==> src/rtl/ahb_tgen_pkg.sv <==
// Shared encodings for the AHB-lite write/read-back traffic generator.
// Holds the bus constants, the FSM state type and the data pattern.
package ahb_tgen_pkg;

  localparam logic [1:0] HTRANS_IDLE   = 2'b00;
  localparam logic [1:0] HTRANS_BUSY   = 2'b01;
  localparam logic [1:0] HTRANS_NONSEQ = 2'b10;
  localparam logic [1:0] HTRANS_SEQ    = 2'b11;

  localparam logic [2:0] HSIZE_WORD    = 3'b010;
  localparam logic [2:0] HBURST_SINGLE = 3'b000;
  localparam logic [1:0] HRESP_OKAY    = 2'b00;

  typedef enum logic [2:0] {
    ST_IDLE  = 3'd0,
    ST_WRITE = 3'd1,
    ST_GAP   = 3'd2,
    ST_READ  = 3'd3,
    ST_FLUSH = 3'd4
  } state_e;

  // Word written to (and expected back from) transfer index idx.
  function automatic logic [31:0] tgen_pattern(input logic [15:0] idx);
    return {~idx, idx};
  endfunction

endpackage

==> src/rtl/ahb_tgen_chk.sv <==
// Read-back checker: compares completed read data against the index pattern
// and keeps a saturating mismatch count.
module ahb_tgen_chk
  import ahb_tgen_pkg::*;
#(
  parameter int P_DW = 32
) (
  input  logic            clk_i,
  input  logic            rst_ni,
  input  logic            clr_i,
  input  logic            valid_i,
  input  logic [15:0]     idx_i,
  input  logic [P_DW-1:0] rdata_i,
  output logic [15:0]     err_cnt_o
);

  logic [15:0] err_cnt_q, err_cnt_d;
  logic        mismatch;

  assign mismatch = valid_i && (rdata_i != P_DW'(tgen_pattern(idx_i)));

  always_comb begin
    err_cnt_d = err_cnt_q;
    if (clr_i) begin
      err_cnt_d = '0;
    end else if (mismatch && (err_cnt_q != 16'hFFFF)) begin
      err_cnt_d = err_cnt_q + 16'd1;
    end
  end

  always_ff @(posedge clk_i or negedge rst_ni) begin
    if (!rst_ni) begin
      err_cnt_q <= '0;
    end else begin
      err_cnt_q <= err_cnt_d;
    end
  end

  assign err_cnt_o = err_cnt_q;

endmodule

==> src/rtl/ahb_tgen.sv <==
// AHB-lite single master: writes N pattern words, idles P_GAP cycles, then
// reads them back and counts mismatches.
module ahb_tgen
  import ahb_tgen_pkg::*;
#(
  parameter int P_AW  = 32,
  parameter int P_DW  = 32,
  parameter int P_GAP = 4
) (
  input  logic            HRESETn,
  input  logic            HCLK,
  input  logic            start,
  input  logic [P_AW-1:0] base_addr,
  input  logic [15:0]     num_words,
  output logic [P_AW-1:0] HADDR,
  output logic [1:0]      HTRANS,
  output logic            HWRITE,
  output logic [2:0]      HSIZE,
  output logic [2:0]      HBURST,
  output logic [P_DW-1:0] HWDATA,
  input  logic [P_DW-1:0] HRDATA,
  input  logic [1:0]      HRESP,
  input  logic            HREADY,
  output logic            busy,
  output logic            done,
  output logic [15:0]     err_cnt,
  output logic            resp_err
);

  state_e          state_q, state_d;
  logic [P_AW-1:0] base_q, base_d;
  logic [15:0]     num_q, num_d;
  logic [15:0]     aidx_q, aidx_d;
  logic [1:0]      htrans_q, htrans_d;
  logic [P_AW-1:0] haddr_q, haddr_d;
  logic            hwrite_q, hwrite_d;
  logic [P_DW-1:0] hwdata_q, hwdata_d;
  logic            dp_valid_q, dp_valid_d;
  logic            dp_write_q, dp_write_d;
  logic [15:0]     dp_idx_q, dp_idx_d;
  logic [3:0]      gap_q, gap_d;
  logic            busy_q, busy_d;
  logic            done_q, done_d;
  logic            resp_err_q, resp_err_d;
  logic            chk_clr;

  // Handshake: an address phase is accepted on a rising edge with
  // HTRANS=NONSEQ and HREADY=1; the pending data phase completes on the
  // first rising edge with HREADY=1. Nothing on the bus moves otherwise.
  logic addr_acc, dp_done, last_addr, rd_check;
  logic [P_AW-1:0] base_aligned;

  assign addr_acc     = HREADY && (htrans_q == HTRANS_NONSEQ);
  assign dp_done      = HREADY && dp_valid_q;
  assign last_addr    = (aidx_q == (num_q - 16'd1));
  assign rd_check     = dp_done && !dp_write_q;
  assign base_aligned = base_addr & ~P_AW'(3);

  function automatic logic [P_AW-1:0] word_addr(input logic [P_AW-1:0] base,
                                                input logic [15:0]     idx);
    return base + P_AW'({idx, 2'b00});
  endfunction

  always_comb begin
    state_d    = state_q;
    base_d     = base_q;
    num_d      = num_q;
    aidx_d     = aidx_q;
    htrans_d   = htrans_q;
    haddr_d    = haddr_q;
    hwrite_d   = hwrite_q;
    hwdata_d   = hwdata_q;
    dp_valid_d = dp_valid_q;
    dp_write_d = dp_write_q;
    dp_idx_d   = dp_idx_q;
    gap_d      = gap_q;
    busy_d     = busy_q;
    done_d     = done_q;
    resp_err_d = resp_err_q;
    chk_clr    = 1'b0;

    if (dp_done) begin
      dp_valid_d = 1'b0;
      if (HRESP != HRESP_OKAY) resp_err_d = 1'b1;
    end
    // An accepted address becomes the next data phase; write data follows it.
    if (addr_acc) begin
      dp_valid_d = 1'b1;
      dp_write_d = hwrite_q;
      dp_idx_d   = aidx_q;
      if (hwrite_q) hwdata_d = P_DW'(tgen_pattern(aidx_q));
    end

    unique case (state_q)
      ST_IDLE: begin
        if (start) begin
          base_d     = base_aligned;
          num_d      = num_words;
          done_d     = 1'b0;
          resp_err_d = 1'b0;
          chk_clr    = 1'b1;
          if (num_words == 16'd0) begin
            done_d = 1'b1;
          end else begin
            busy_d   = 1'b1;
            state_d  = ST_WRITE;
            htrans_d = HTRANS_NONSEQ;
            hwrite_d = 1'b1;
            haddr_d  = base_aligned;
            aidx_d   = '0;
          end
        end
      end
      ST_WRITE: begin
        if (addr_acc) begin
          if (last_addr) begin
            state_d  = ST_GAP;
            htrans_d = HTRANS_IDLE;
            hwrite_d = 1'b0;
            gap_d    = '0;
          end else begin
            aidx_d  = aidx_q + 16'd1;
            haddr_d = word_addr(base_q, aidx_q + 16'd1);
          end
        end
      end
      ST_GAP: begin
        // Idle cycles only count once the final write data phase is done.
        if (!dp_valid_q) begin
          if (gap_q == 4'(P_GAP - 1)) begin
            state_d  = ST_READ;
            htrans_d = HTRANS_NONSEQ;
            hwrite_d = 1'b0;
            haddr_d  = base_q;
            aidx_d   = '0;
          end else begin
            gap_d = gap_q + 4'd1;
          end
        end
      end
      ST_READ: begin
        if (addr_acc) begin
          if (last_addr) begin
            state_d  = ST_FLUSH;
            htrans_d = HTRANS_IDLE;
          end else begin
            aidx_d  = aidx_q + 16'd1;
            haddr_d = word_addr(base_q, aidx_q + 16'd1);
          end
        end
      end
      ST_FLUSH: begin
        if (dp_done) begin
          state_d = ST_IDLE;
          busy_d  = 1'b0;
          done_d  = 1'b1;
        end
      end
      default: state_d = ST_IDLE;
    endcase
  end

  always_ff @(posedge HCLK or negedge HRESETn) begin
    if (!HRESETn) begin
      state_q    <= ST_IDLE;
      base_q     <= '0;
      num_q      <= '0;
      aidx_q     <= '0;
      htrans_q   <= HTRANS_IDLE;
      haddr_q    <= '0;
      hwrite_q   <= 1'b0;
      hwdata_q   <= '0;
      dp_valid_q <= 1'b0;
      dp_write_q <= 1'b0;
      dp_idx_q   <= '0;
      gap_q      <= '0;
      busy_q     <= 1'b0;
      done_q     <= 1'b0;
      resp_err_q <= 1'b0;
    end else begin
      state_q    <= state_d;
      base_q     <= base_d;
      num_q      <= num_d;
      aidx_q     <= aidx_d;
      htrans_q   <= htrans_d;
      haddr_q    <= haddr_d;
      hwrite_q   <= hwrite_d;
      hwdata_q   <= hwdata_d;
      dp_valid_q <= dp_valid_d;
      dp_write_q <= dp_write_d;
      dp_idx_q   <= dp_idx_d;
      gap_q      <= gap_d;
      busy_q     <= busy_d;
      done_q     <= done_d;
      resp_err_q <= resp_err_d;
    end
  end

  ahb_tgen_chk #(
    .P_DW (P_DW)
  ) u_chk (
    .clk_i     (HCLK),
    .rst_ni    (HRESETn),
    .clr_i     (chk_clr),
    .valid_i   (rd_check),
    .idx_i     (dp_idx_q),
    .rdata_i   (HRDATA),
    .err_cnt_o (err_cnt)
  );

  assign HADDR    = haddr_q;
  assign HTRANS   = htrans_q;
  assign HWRITE   = hwrite_q;
  assign HSIZE    = HSIZE_WORD;
  assign HBURST   = HBURST_SINGLE;
  assign HWDATA   = hwdata_q;
  assign busy     = busy_q;
  assign done     = done_q;
  assign resp_err = resp_err_q;

endmodule

==> config.mk <==
export PLATFORM = sky130hd
export DESIGN_NAME = ahb_tgen
export DESIGN_NICKNAME = d
export VERILOG_FILES = /design/src/rtl/ahb_tgen_pkg.sv /design/src/rtl/ahb_tgen_chk.sv /design/src/rtl/ahb_tgen.sv
export SDC_FILE = /design/constraint.sdc
export NUM_CORES = 1
export LEC_CHECK = 0
export ABC_CLOCK_PERIOD_IN_PS = 3600
export CAP_MARGIN = 15
export CORE_MARGIN = 2
export CORE_UTILIZATION = 25
export DETAILED_ROUTE_END_ITERATION = 6
export SYNTH_ARGS = -nofsm -noshare
export SYNTH_HDL_FRONTEND = slang
export SYNTH_SLANG_ARGS = --single-unit
==> constraint.sdc <==
create_clock -name HCLK -period 3.6 [get_ports HCLK]
set_clock_uncertainty 0.15 [all_clocks]
set_input_delay 0.54 -clock HCLK [delete_from_list [all_inputs] [get_ports HCLK]]
set_output_delay 0.54 -clock HCLK [all_outputs]
set_load 0.01 [all_outputs]
# Word-level counts from Yosys, hierarchy flattened

Cells that the tools add are included.

Register bits: 173
Output and inout bits: 92

Equal/unequal tests: 22
Reduce and logical (&&, ||, !) cells: 25
Add/sub/neg operators: 5
Bitwise logic cells: 2
Muxes and demuxes: 58

Operators by type and width:

| kind                                                | count |
|---|---|
| two-way mux 32 bit                                  | 6 |
| two-way mux 16 bit                                  | 8 |
| one-hot mux 32 bit (3 select lines)                 | 1 |
| one-hot mux 16 bit (3 select lines)                 | 1 |
| adder 16 x 1 -> 16 bit, second input constant       | 2 |
| adder 32 x 18 -> 32 bit                             | 1 |
| inequality test 32 bit                              | 1 |
| inverter 16 bit                                     | 2 |
| two-way mux 3 bit                                   | 9 |
| inequality test 2 bit, second input constant        | 11 |
| AND reduction 7 bit                                 | 3 |
| two-way mux 1 bit                                   | 17 |
| equality test 16 bit                                | 1 |
| logical NOT 16 bit                                  | 1 |
| two-way mux 4 bit                                   | 4 |
| inequality test 16 bit, second input constant       | 1 |
| subtractor 16 x 1 -> 16 bit, second input constant  | 1 |
| one-hot mux 3 bit (5 select lines)                  | 1 |
| two-way mux 2 bit                                   | 6 |
| nonzero test 2 bit                                  | 5 |
| AND reduction 9 bit                                 | 1 |
| one-hot mux 4 bit (2 select lines)                  | 1 |
| equality test 3 x 2 -> 1 bit, second input constant | 2 |
| one-hot mux 2 bit (3 select lines)                  | 1 |
| other kinds (17)                                    | 25 |

# Logic depth before layout (Yosys ltp)

Gate-level depths: netlist (run 1).

Word-level depth: 6
Depth in mapped cells: 17
Mapped depth without buffers: 15

# Modules after synthesis

From an unflattened synthesis (run 1), not the netlist that was laid out.

Cell total of the unflattened synthesis: 1032
Area total of the unflattened synthesis: 10146.0 sq um

By module, submodules not included:

| module       | area an instance (sq um) | instances | cells an instance |
|---|---|---|---|
| ahb_tgen     | 8847.2                   | 1         | 893 |
| ahb_tgen_chk | 1298.7                   | 1         | 139 |

# Least setup slack after synthesis (run 1)

Ideal clock, no wire load.

Kind: register to register
From: register aidx_q[0]
To: register haddr_q[25] (netlist: HADDR[25])
Setup time: 0.086 ns
Path buffers: 2
Clock period less this slack: 4.028 ns
Stages on the path, launching flop included: 16
Data required time: 3.364 ns
Path slack: -0.428 ns
Arrival: 3.793 ns
Cell sequence: dfrtp_1 -> ha_1 -> and3_1 -> and3_1 -> and3_1 -> clkbuf_1 -> nand3_1 -> xnor2_1 -> ha_1 -> clkbuf_1 -> nand3_1 -> or3_1 -> a31oi_1 -> o2111ai_1 -> or4_1 -> a32oi_1

Word-level cells in the longest chain between the ends: 5

RTL lines:

| what                                | RTL line                         | text |
|---|---|---|
| start, declared                     | ahb_tgen.sv:33                   | `logic [15:0] aidx_q, aidx_d;` |
| start signal, assigned              | ahb_tgen.sv:184                  | `aidx_q <= aidx_d;` |
| adder 16 x 1 -> 16 bit              | ahb_tgen.sv:123, ahb_tgen.sv:148 |  |
| adder 32 x 18 -> 32 bit             | ahb_tgen.sv:61                   | `return base + P_AW'({idx, 2'b00});` |
| two-way mux 32 bit                  | ahb_tgen.sv:116, ahb_tgen.sv:143 |  |
| two-way mux 32 bit                  | ahb_tgen.sv:115                  | `if (addr_acc) begin` |
| one-hot mux 32 bit (3 select lines) | ahb_tgen.sv:94                   | `unique case (state_q)` |
| end signal, assigned                | ahb_tgen.sv:186                  | `haddr_q <= haddr_d;` |
| end, declared                       | ahb_tgen.sv:35                   | `logic [P_AW-1:0] haddr_q, haddr_d;` |

Parallel ways exist; a longest one is shown, timed or not. The select of a mux whose other input is x is not followed.
A chain may end at the register's enable or synchronous reset.

# Worst setup path after layout (run 1)

From: register aidx_q[1]
To: register haddr_q[23] (netlist: HADDR[23])

Same word-level chain as after synthesis.

==> impl_metrics.tcl, run 1 <==
set metrics [dict create \
    run_status "finished, violations left" \
    failed_checks "negative hold slack, negative setup slack" \
    number_of_fillers_in_the_final_layout 3848 \
    tritoncts "done" \
    synth.ff_latch_count 170 \
    grt_pass1_wl_mm 47.5 \
    worst_ir_drop_vdd_mv 0.309 \
    core.rowCount 72 \
    clock_tree.htree_level_count 4 \
    routedWlPerCell_um 17.6 \
    clk_root_buffer_cell "clkbuf_16" \
    detailed_place_hpwl_mm 22.4 \
    timing_worst_setup_path_type "reg2reg" \
    yosys_warnings 0 \
    worst-slew-pin-transition_ns 0.793 \
    drt_first_iter_violations 631 \
    antenna_cells_inserted 0 \
    grt_antenna_before_repair 0 \
    post-route-drc-count 0 \
    design.final.nets 1335 \
    finalCoreUtilization 0.354 \
    grt_start_max_net_pins 80 \
    startpoint "aidx_q[1]" \
    synth_largest_type_area_fraction 0.435 \
    place.gp.congestion 0.853 \
    start_kind "flip-flop" \
    synth-seq-area-share 0.435 \
    cell_taking_the_most_area_after_synthesis "dfrtp_1" \
    report.final.setup_viol 1 \
    synth_area_per_cell_um2 9.70 \
    vias_in_the_first_global_route 8279 \
    clock_sinks 170 \
    post-layout-total-power_mw 6.35 \
    final_layout_size_suffix_gt1_frac 0.215 \
    synth.cell_area_um2 9780 \
    design.die.area_um2 40700 \
    syn_to_final_growth_pct 39.7 \
    regToRegEndpoint "HADDR[23]" \
    timing.max_slew.rel_slack 0.472 \
    crit_required_ns 3.81 \
    grt_usage 0.149 \
    holdCritPathClass "in2async" \
    finalSetupTns_ns -0.0653 \
    io_pins 178 \
    p_per_area_nw_per_um2 465 \
    final_report_max_slew_violation_count 0 \
    setup.reg_to_reg.worst_slack_ns -0.07 \
    power_leakage_nw 5.80 \
    drt-vias-per-instance 4.84 \
    commonest_register_cell_after_synthesis "dfrtp_1" \
    max-cap-violations 0 \
    endpoints_failing_hold 4 \
    cts_hold_buffers 0 \
    synthCells 1008 \
    netlist_top_cells_area "dfrtp_1, mux2_2, o21ai_0" \
    synth-async-reset-ratio 1.00 \
    post-route-period-util 1.02 \
    routed-via-count 8493 \
    detailedRoute.firstPassIterationCount 5 \
    ys_types 77 \
    finalWorstPathRequiredPeriod_ns 3.67 \
    critPathArrivalTime_ns 3.87 \
    path_max_fanout 7 \
    global_route_overflow 0 \
    detail-route-antenna-nets 0 \
    design.core.area_um2 38600 \
    holdWs_ns -0.00321 \
    worstSkewPairLatency_ns 0.44 \
    die_h_um 202 \
    initial_cell_density_of_the_core 0.253 \
    x_dimension_of_the_die_um 202 \
    place.port_buffers 166 \
    fmax_mhz 273 \
    timing.rr.start "aidx_q[1]" \
    timing.reg2reg.worst_path_depth 14 \
    endpoint_kind "flip-flop" \
    cts_buffers 17 \
    rsz0062_at_grt "true" \
    synth_edf_count 0 \
    cts-root-to-sink-buffers 2 \
    final.setup.worst_slack_ns -0.0653 \
    path_clk_slew_ns 0.07 \
    detail_route.wirelength_mm 30.9 \
]
-- flip-flops by register name, summed over array words and instances (netlist names) --
name / count
dp_write_q: 1
resp_err: 1
HTRANS: 1
gap_q: 4
state_q: 3
dp_idx_q: 16
aidx_q: 16
num_q: 16
u_chk.err_cnt_o: 16
base_q: 30
HWDATA: 32
done: 1
HWRITE: 1
dp_valid_q: 1
HADDR: 30
busy: 1
-- routing by layer --
layer	GRT usage	vias to the layer above	share of wire
met5	0	-	0
met1	0.208	4124	0.47
met3	0.0319	24	0.053
met4	0.0328	0	0.011
li1	-	4085	-
met2	0.238	260	0.46
-- synthesized netlist by cell type, drive strengths merged (15+ instances only) --
cell and number:
nand4 15, nor3 25, nand2 93, a21oi 40
xor2 27, ha 25, buf 33, nor3b 16
mux2 71, nand3 36, inv 28, clkbuf 44
o21ai 81, and3 16, xnor2 42, dfrtp 170
nor2 50
-- cells by family (layout without fill, tap and decap cells) --
logic type | Yosys count | count (layout) | synth area share
buf+inv | 105 | 326 | 0.0467
fa+ha+maj | 26 | 26 | 0.0340
simple gates | 322 | 322 | 0.175
flops | 170 | 170 | 0.435
xor+xnor | 69 | 69 | 0.0618
compound gates | 237 | 237 | 0.159
mux | 77 | 77 | 0.0879
other cells | 2 | 9 | 0.000768
-- where the power goes --
| part | leakage, nW | switching (mW) | internal [mW] |
|---|---|---|---|
| Sequential | 2.16 | 0.282 | 2.20 |
| Clock | 0.292 | 0.842 | 1.11 |
| Combinational | 3.35 | 0.918 | 0.997 |
| Total | 5.80 | 2.04 | 4.30 |
-- cell type report --
type | instances | area (um^2) | share of cell area
Multi-Input combinational cell | 740 | 5550 | 0.406
Clock buffer | 17 | 425 | 0.0311
Sequential cell | 170 | 4250 | 0.311
Clock inverter | 15 | 188 | 0.0137
Inverter | 28 | 105 | 0.00769
Timing Repair Buffer | 266 | 2490 | 0.183
Tap cell | 518 | 648 | 0.0474
-- stage by stage --
step,instance area [um^2],setup slack (ns),std cells
6_report,13700,-0.0653,1754
5_1_grt,13700,-0.161,1754
4_1_cts,13300,-0.0577,1746
3_5_place_dp,12600,-0.332,1712
3_3_place_gp,12600,-0.269,1712
2_1_floorplan,9900,-0.179,1015
-- cells in the final DEF, fill, tap and decap left out, types with 23 or more instances in the layout --
cell	instances
nand2_1	93
nand3_1	27
clkdlybuf4s50_1	165
dfrtp_1	170
xor2_1	25
a21oi_1	37
mux2_2	69
xnor2_1	37
inv_1	28
nor2_1	47
o21ai_0	74
buf_4	90
nor3_1	23
-- worst max-delay path: stages (launching register included) --
cell and delay [ns]:
dfrtp_1 0.40, ha_2 0.20, and3_4 0.17, and3_4 0.18, and3_4 0.24, xor2_4 0.17
ha_4 0.30, a21o_1 0.16, a221oi_4 0.09, or3_4 0.41, a31oi_4 0.23, o21bai_1 0.10
buf_4 0.16, or4_4 0.41, a32oi_1 0.20
-- timing repair --
item,4_1_cts,5_1_grt
endpoints found under the setup margin,14,21
cloned,0,0
buffers inserted,3,8
resized for setup,21,43
pin swaps,12,30
-- worst max path at each step --
| stage | to | slack, ns | cells past startpoint |
|---|---|---|---|
| 3_3_place_gp | HADDR[25] | -0.27 | 14 |
| 4_1_cts | HADDR[23] | -0.06 | 14 |
| 3_5_place_dp | HADDR[25] | -0.33 | 14 |
| 6_report | HADDR[23] | -0.07 | 14 |
| 2_1_floorplan | HADDR[25] | -0.18 | 15 |
| 5_1_grt | HADDR[23] | -0.16 | 15 |
Power figures use the tool's default switching activity.
==> run 2: changes to the inputs <==
CORE_UTILIZATION = 39   (was 25)
CTS_BUF_LIST = sky130_fd_sc_hd__clkbuf_8   (was unset)
DONT_BUFFER_PORTS = 1   (was unset)
==> run 2 against run 1 <==
Global-route usage rose by 5.3 points; cell count fell by 21%; highest routed layer unchanged; first-iteration DRC count fell by 17%; combinational power fell by 36%; the run still ends with negative hold slack, negative setup slack left; total power fell by 19%; worst setup slack improved by 0.034 ns; sequential power rose by 5%; largest cell class unchanged; critical path type unchanged.
==> impl_metrics.tcl, run 2 (synthesis results as in run 1) <==
set metrics [dict create \
    drt-vias-per-instance 5.64 \
    critPathArrivalTime_ns 3.85 \
    number_of_fillers_in_the_final_layout 2273 \
    max-cap-violations 0 \
    grt_pass1_wl_mm 41.8 \
    worst-slew-pin-transition_ns 0.779 \
    final_cell_mix "dfrtp_1, nand2_1, buf_4" \
    finalWorstPathRequiredPeriod_ns 3.63 \
    final_report_max_slew_violation_count 0 \
    rsz0062_at_grt "true" \
    routedWlPerCell_um 19.4 \
    io_pins 178 \
    worst_path_largest_cell_delay_ns 0.41 \
    critical_path.slowest_cell "dfrtp_1" \
    place.port_buffers 0 \
    start_kind "flip-flop" \
    grt_usage 0.202 \
    final.setup.worst_slack_ns -0.0311 \
    worst_path_most_repeated_cell "buf_4" \
    seq_power_share 0.506 \
    clk_root_buffer_cell "clkbuf_8" \
    vias_in_the_first_global_route 7570 \
    endpoints_failing_hold 170 \
    detail_route.wirelength_mm 27.1 \
    crit_chain "ha_2 -> and3_4 -> and3_4 -> buf_4 -> buf_4 -> xor2_1 -> ha_1 -> nand4_1 -> nor3_2 -> o21ai_2 -> a31oi_4 -> o21bai_1 -> buf_4 -> or4_4 -> a32oi_2" \
    post-route-period-util 1.01 \
    sw_pwr_mw 1.83 \
    design.final.nets 1169 \
    global_route_overflow 0 \
    p_per_area_nw_per_um2 444 \
    placedInstanceArea_um2 10600 \
    detail-route-antenna-nets 0 \
    timing_worst_setup_path_type "reg2reg" \
    crit_required_ns 3.82 \
    layout.area.seq_um2 4250 \
    endpoint_kind "flip-flop" \
    cts_buffers 17 \
    finalSetupTns_ns -0.0479 \
    timing.reg2reg.worst_path_depth 15 \
    place.gp.congestion 0.870 \
    finalCoreUtilization 0.473 \
    die_h_um 162 \
    clockPowerShare 0.254 \
    core.rowCount 57 \
    multi_input_gate_area_in_the_final_layout_um2 5620 \
    setup.reg_to_reg.worst_slack_ns -0.03 \
    fmax_mhz 275 \
    drt_first_iter_violations 525 \
    fraction_of_power_spent_switching_nets 0.356 \
    power_leakage_nw 5.05 \
    cpLargestDelayFamily "simple AND/OR/NAND/NOR gates" \
    path_clk_slew_ns 0.11 \
    worstSkewPairLatency_ns 0.47 \
    pwr-share-comb 0.239 \
    grt_antenna_before_repair 0 \
    holdCritPathClass "in2async" \
    path_depth 15 \
    antenna_cells_inserted 0 \
    post-route-drc-count 0 \
    tritoncts "done" \
    design.core.area_um2 24500 \
    p_int_mw 3.31 \
    holdWs_ns -0.379 \
    syn_to_final_growth_pct 18.2 \
    final_layout_size_suffix_gt1_frac 0.258 \
    path_max_fanout 4 \
    cts-root-to-sink-buffers 2 \
    fin_area_um2 11600 \
    initial_cell_density_of_the_core 0.400 \
    routed-via-count 7866 \
    report.final.setup_viol 2 \
    timing.max_slew.rel_slack 0.480 \
    largest_register_ffs 32 \
    run_status "finished, violations left" \
    x_dimension_of_the_die_um 162 \
    worst_ir_drop_vdd_mv 0.286 \
    design.die.area_um2 26400 \
    worst-path-buf-inv 3 \
    leading_cell_type_in_the_layout_fill_and_taps_excluded "dfrtp_1" \
    clock_tree.htree_level_count 4 \
    post-layout-total-power_mw 5.14 \
    failed_checks "negative hold slack, negative setup slack" \
    detailedRoute.firstPassIterationCount 5 \
    grt_start_max_net_pins 171 \
    clock_sinks 170 \
    detailed_place_hpwl_mm 19.0 \
]
==> run 2: cell type report <==
class | instances | area share
sequential | 170 | 0.368
inverter | 28 | 0.00909
timing repair buffer | 100 | 0.0701
tap | 324 | 0.0350
clock inverter | 15 | 0.0116
multi-input combinational | 740 | 0.486
clock buffer | 17 | 0.0202
==> run 2: path summary, 6_finish.rpt <==
check,to,from
min in group HCLK,num_q[1],num_words[1]
worst min register to register,dp_write_q,dp_write_q
worst max-delay path,HADDR[23],aidx_q[0]
worst max register to register,HADDR[23],aidx_q[0]
max in group asynchronous,num_q[4],HRESETn
worst min-delay path,HADDR[15],HRESETn
==> run 2: stage by stage <==
stage	cells	worst slack, ns
after global routing	1394	-0.208
after CTS	1383	-0.0475
after floorplan	1015	-0.179
final	1394	-0.0311
after global placement	1344	-0.300
after detailed placement	1344	-0.363
==> run 2: what timing repair did <==
item	in CTS	in global routing
setup buffers	8	11
gates resized for setup	18	61
endpoints found under the setup margin	14	21
pin swaps	17	35
hold endpoints to repair	170	170
cloned	0	0
==> run 2: power groups by stage <==
stage | Clock [mW] | Combinational [mW] | Sequential, mW
final | 1.31 | 1.23 | 2.60
after global routing | 1.41 | 1.38 | 2.65
after CTS | 1.34 | 1.19 | 2.60
after detailed placement | 0 | 1.17 | 2.63
after global placement | 0 | 1.14 | 2.63
after floorplan | 0 | 0.890 | 2.52
==> run 2: metal layers <==
layer	global-route usage	part of all wire	vias up
met1	0.265	0.44	3879
met2	0.320	0.46	238
met4	0.0571	0.013	0
met3	0.0680	0.091	18
met5	0	0	-
li1	-	-	3731
==> run 3: changes to the inputs <==
HOLD_SLACK_MARGIN = 0.1   (was unset)
==> run 3 against run 2 <==
The run still ends with negative hold slack, negative setup slack left; die area unchanged; design area increased by 3.3%; worst setup slack worse by 0.018 ns; via count is 2.6% higher; clock power is essentially flat.
==> impl_metrics.tcl, run 3 (synthesis results as in run 1) <==
set metrics [dict create \
    endpoint_kind "flip-flop" \
    x_dimension_of_the_die_um 162 \
    detailedRoute.firstPassIterationCount 5 \
    final.setup.worst_slack_ns -0.0492 \
    power_leakage_nw 5.22 \
    initial_cell_density_of_the_core 0.400 \
    cts_buffers 17 \
    grt_antenna_before_repair 1 \
    detail-route-antenna-nets 0 \
    report.final.setup_viol 2 \
    worst_path_most_repeated_cell "and3_4" \
    routedWlPerCell_um 19.3 \
    grt_start_max_net_pins 171 \
    holdWs_ns -0.382 \
    largest_register_ffs 32 \
    place.gp.congestion 0.870 \
    place.port_buffers 0 \
    worst_path_largest_cell_delay_ns 0.41 \
    design.die.area_um2 26400 \
    final_cell_mix "dfrtp_1, nand2_1, buf_4" \
    cts-root-to-sink-buffers 2 \
    critPathArrivalTime_ns 3.87 \
    failed_checks "negative hold slack, negative setup slack" \
    syn_to_final_growth_pct 22.2 \
    critical_path.slowest_cell "or3_4" \
    drt-vias-per-instance 5.61 \
    crit_required_ns 3.82 \
    io_pins 178 \
    path_max_fanout 6 \
    timing_worst_setup_path_type "reg2reg" \
    run_status "finished, violations left" \
    antenna_cells_inserted 0 \
    grt_pass1_wl_mm 43.3 \
    vias_in_the_first_global_route 7877 \
    holdCritPathClass "in2async" \
    drt_first_iter_violations 531 \
    design.final.nets 1215 \
    worst_ir_drop_vdd_mv 0.285 \
    rsz0062_at_grt "true" \
    global_route_overflow 0 \
    worst-slew-pin-transition_ns 0.803 \
    worstSkewPairLatency_ns 0.47 \
    number_of_fillers_in_the_final_layout 2270 \
    max-cap-violations 0 \
    clock_sinks 170 \
    path_clk_slew_ns 0.10 \
    detailed_place_hpwl_mm 19.0 \
    post-route-drc-count 0 \
    detail_route.wirelength_mm 27.8 \
    post-layout-total-power_mw 5.18 \
    final_layout_size_suffix_gt1_frac 0.242 \
    tritoncts "done" \
    final_report_max_slew_violation_count 0 \
    cts_hold_buffers 47 \
    die_h_um 162 \
    crit_chain "ha_2 -> and3_4 -> and3_4 -> and3_4 -> nand3_4 -> xnor2_2 -> ha_1 -> nand2_1 -> or3_4 -> a31oi_4 -> o21bai_1 -> buf_4 -> or4_4 -> a32oi_2" \
    endpoints_failing_hold 170 \
    post-route-period-util 1.01 \
    p_per_area_nw_per_um2 434 \
    fmax_mhz 274 \
    finalWorstPathRequiredPeriod_ns 3.65 \
    design.core.area_um2 24500 \
    routed-via-count 8072 \
    core.rowCount 57 \
    clk_root_buffer_cell "clkbuf_8" \
    timing.max_slew.rel_slack 0.464 \
    start_kind "flip-flop" \
    grt_usage 0.209 \
    leading_cell_type_in_the_layout_fill_and_taps_excluded "dfrtp_1" \
    clock_tree.htree_level_count 4 \
]
-- run 3: timing repair --
item | CTS | global route
pin swaps | 17 | 31
gates resized for setup | 18 | 50
buffers inserted | 8 | 10
endpoints found under the hold margin | 217 | 170
endpoints found under the setup margin | 14 | 21
-- run 3: routing by layer --
metal | GRT usage | part of all wire | vias up
li1 | - | - | 3830
met1 | 0.279 | 0.44 | 3961
met2 | 0.333 | 0.46 | 257
met3 | 0.0601 | 0.083 | 24
met4 | 0.0587 | 0.015 | 0
met5 | 0 | 0 | -
-- run 3: per-stage QoR --
stage               std cells  instance area [um^2]  setup WS (ns)  TNS (ns)  utilization
detailed placement       1344                 10600         -0.363     -2.13        0.432
finish                   1440                 12000        -0.0492   -0.0566        0.489
floorplan                1015                  9900         -0.179    -0.331            -
global route             1440                 12000         -0.212     -1.96        0.489
CTS                      1430                 11600        -0.0475   -0.0974        0.474
global placement         1344                 10600         -0.300     -1.36        0.432
-- run 3: path summary, 6_finish.rpt --
kind	start	endpoint	slack, ns	cells past startpoint
setup / recovery	aidx_q[0]	HADDR[23]	-0.05	14
hold / removal	HRESETn	HADDR[24]	-0.38	0
setup reg to reg	aidx_q[0]	HADDR[23]	-0.05	14
hold reg to reg	dp_write_q	dp_write_q	0.36	2
max in group asynchronous	HRESETn	aidx_q[8]	3.43	0
min in group HCLK	base_addr[31]	HADDR[31]	0.16	2
-- run 3: cell type report --
class / instances / area (um^2) / share of cell area
Clock buffer: 17 / 234 / 0.0196
Clock inverter: 15 / 134 / 0.0112
Sequential cell: 170 / 4250 / 0.356
Tap cell: 324 / 405 / 0.0339
Timing Repair Buffer: 146 / 1260 / 0.106
Inverter: 28 / 105 / 0.00879
Multi-Input combinational cell: 740 / 5560 / 0.465
-- run 3: report_power, final --
part	internal, mW	switching [mW]
Sequential	2.20	0.402
Clock	0.504	0.804
Combinational	0.636	0.637
Total	3.34	1.84
-- run 3: critical path: cells and delay by family, from the launching register on --
kind                       cells  cell delay [ns]
and+or+nand+nor                7             1.64
AOI/OAI and AO/OA              3             0.53
adders and majority gates      2             0.52
DFF                            1             0.38
xor gates and xnor gates       1             0.17
buffers and inverters          1             0.16
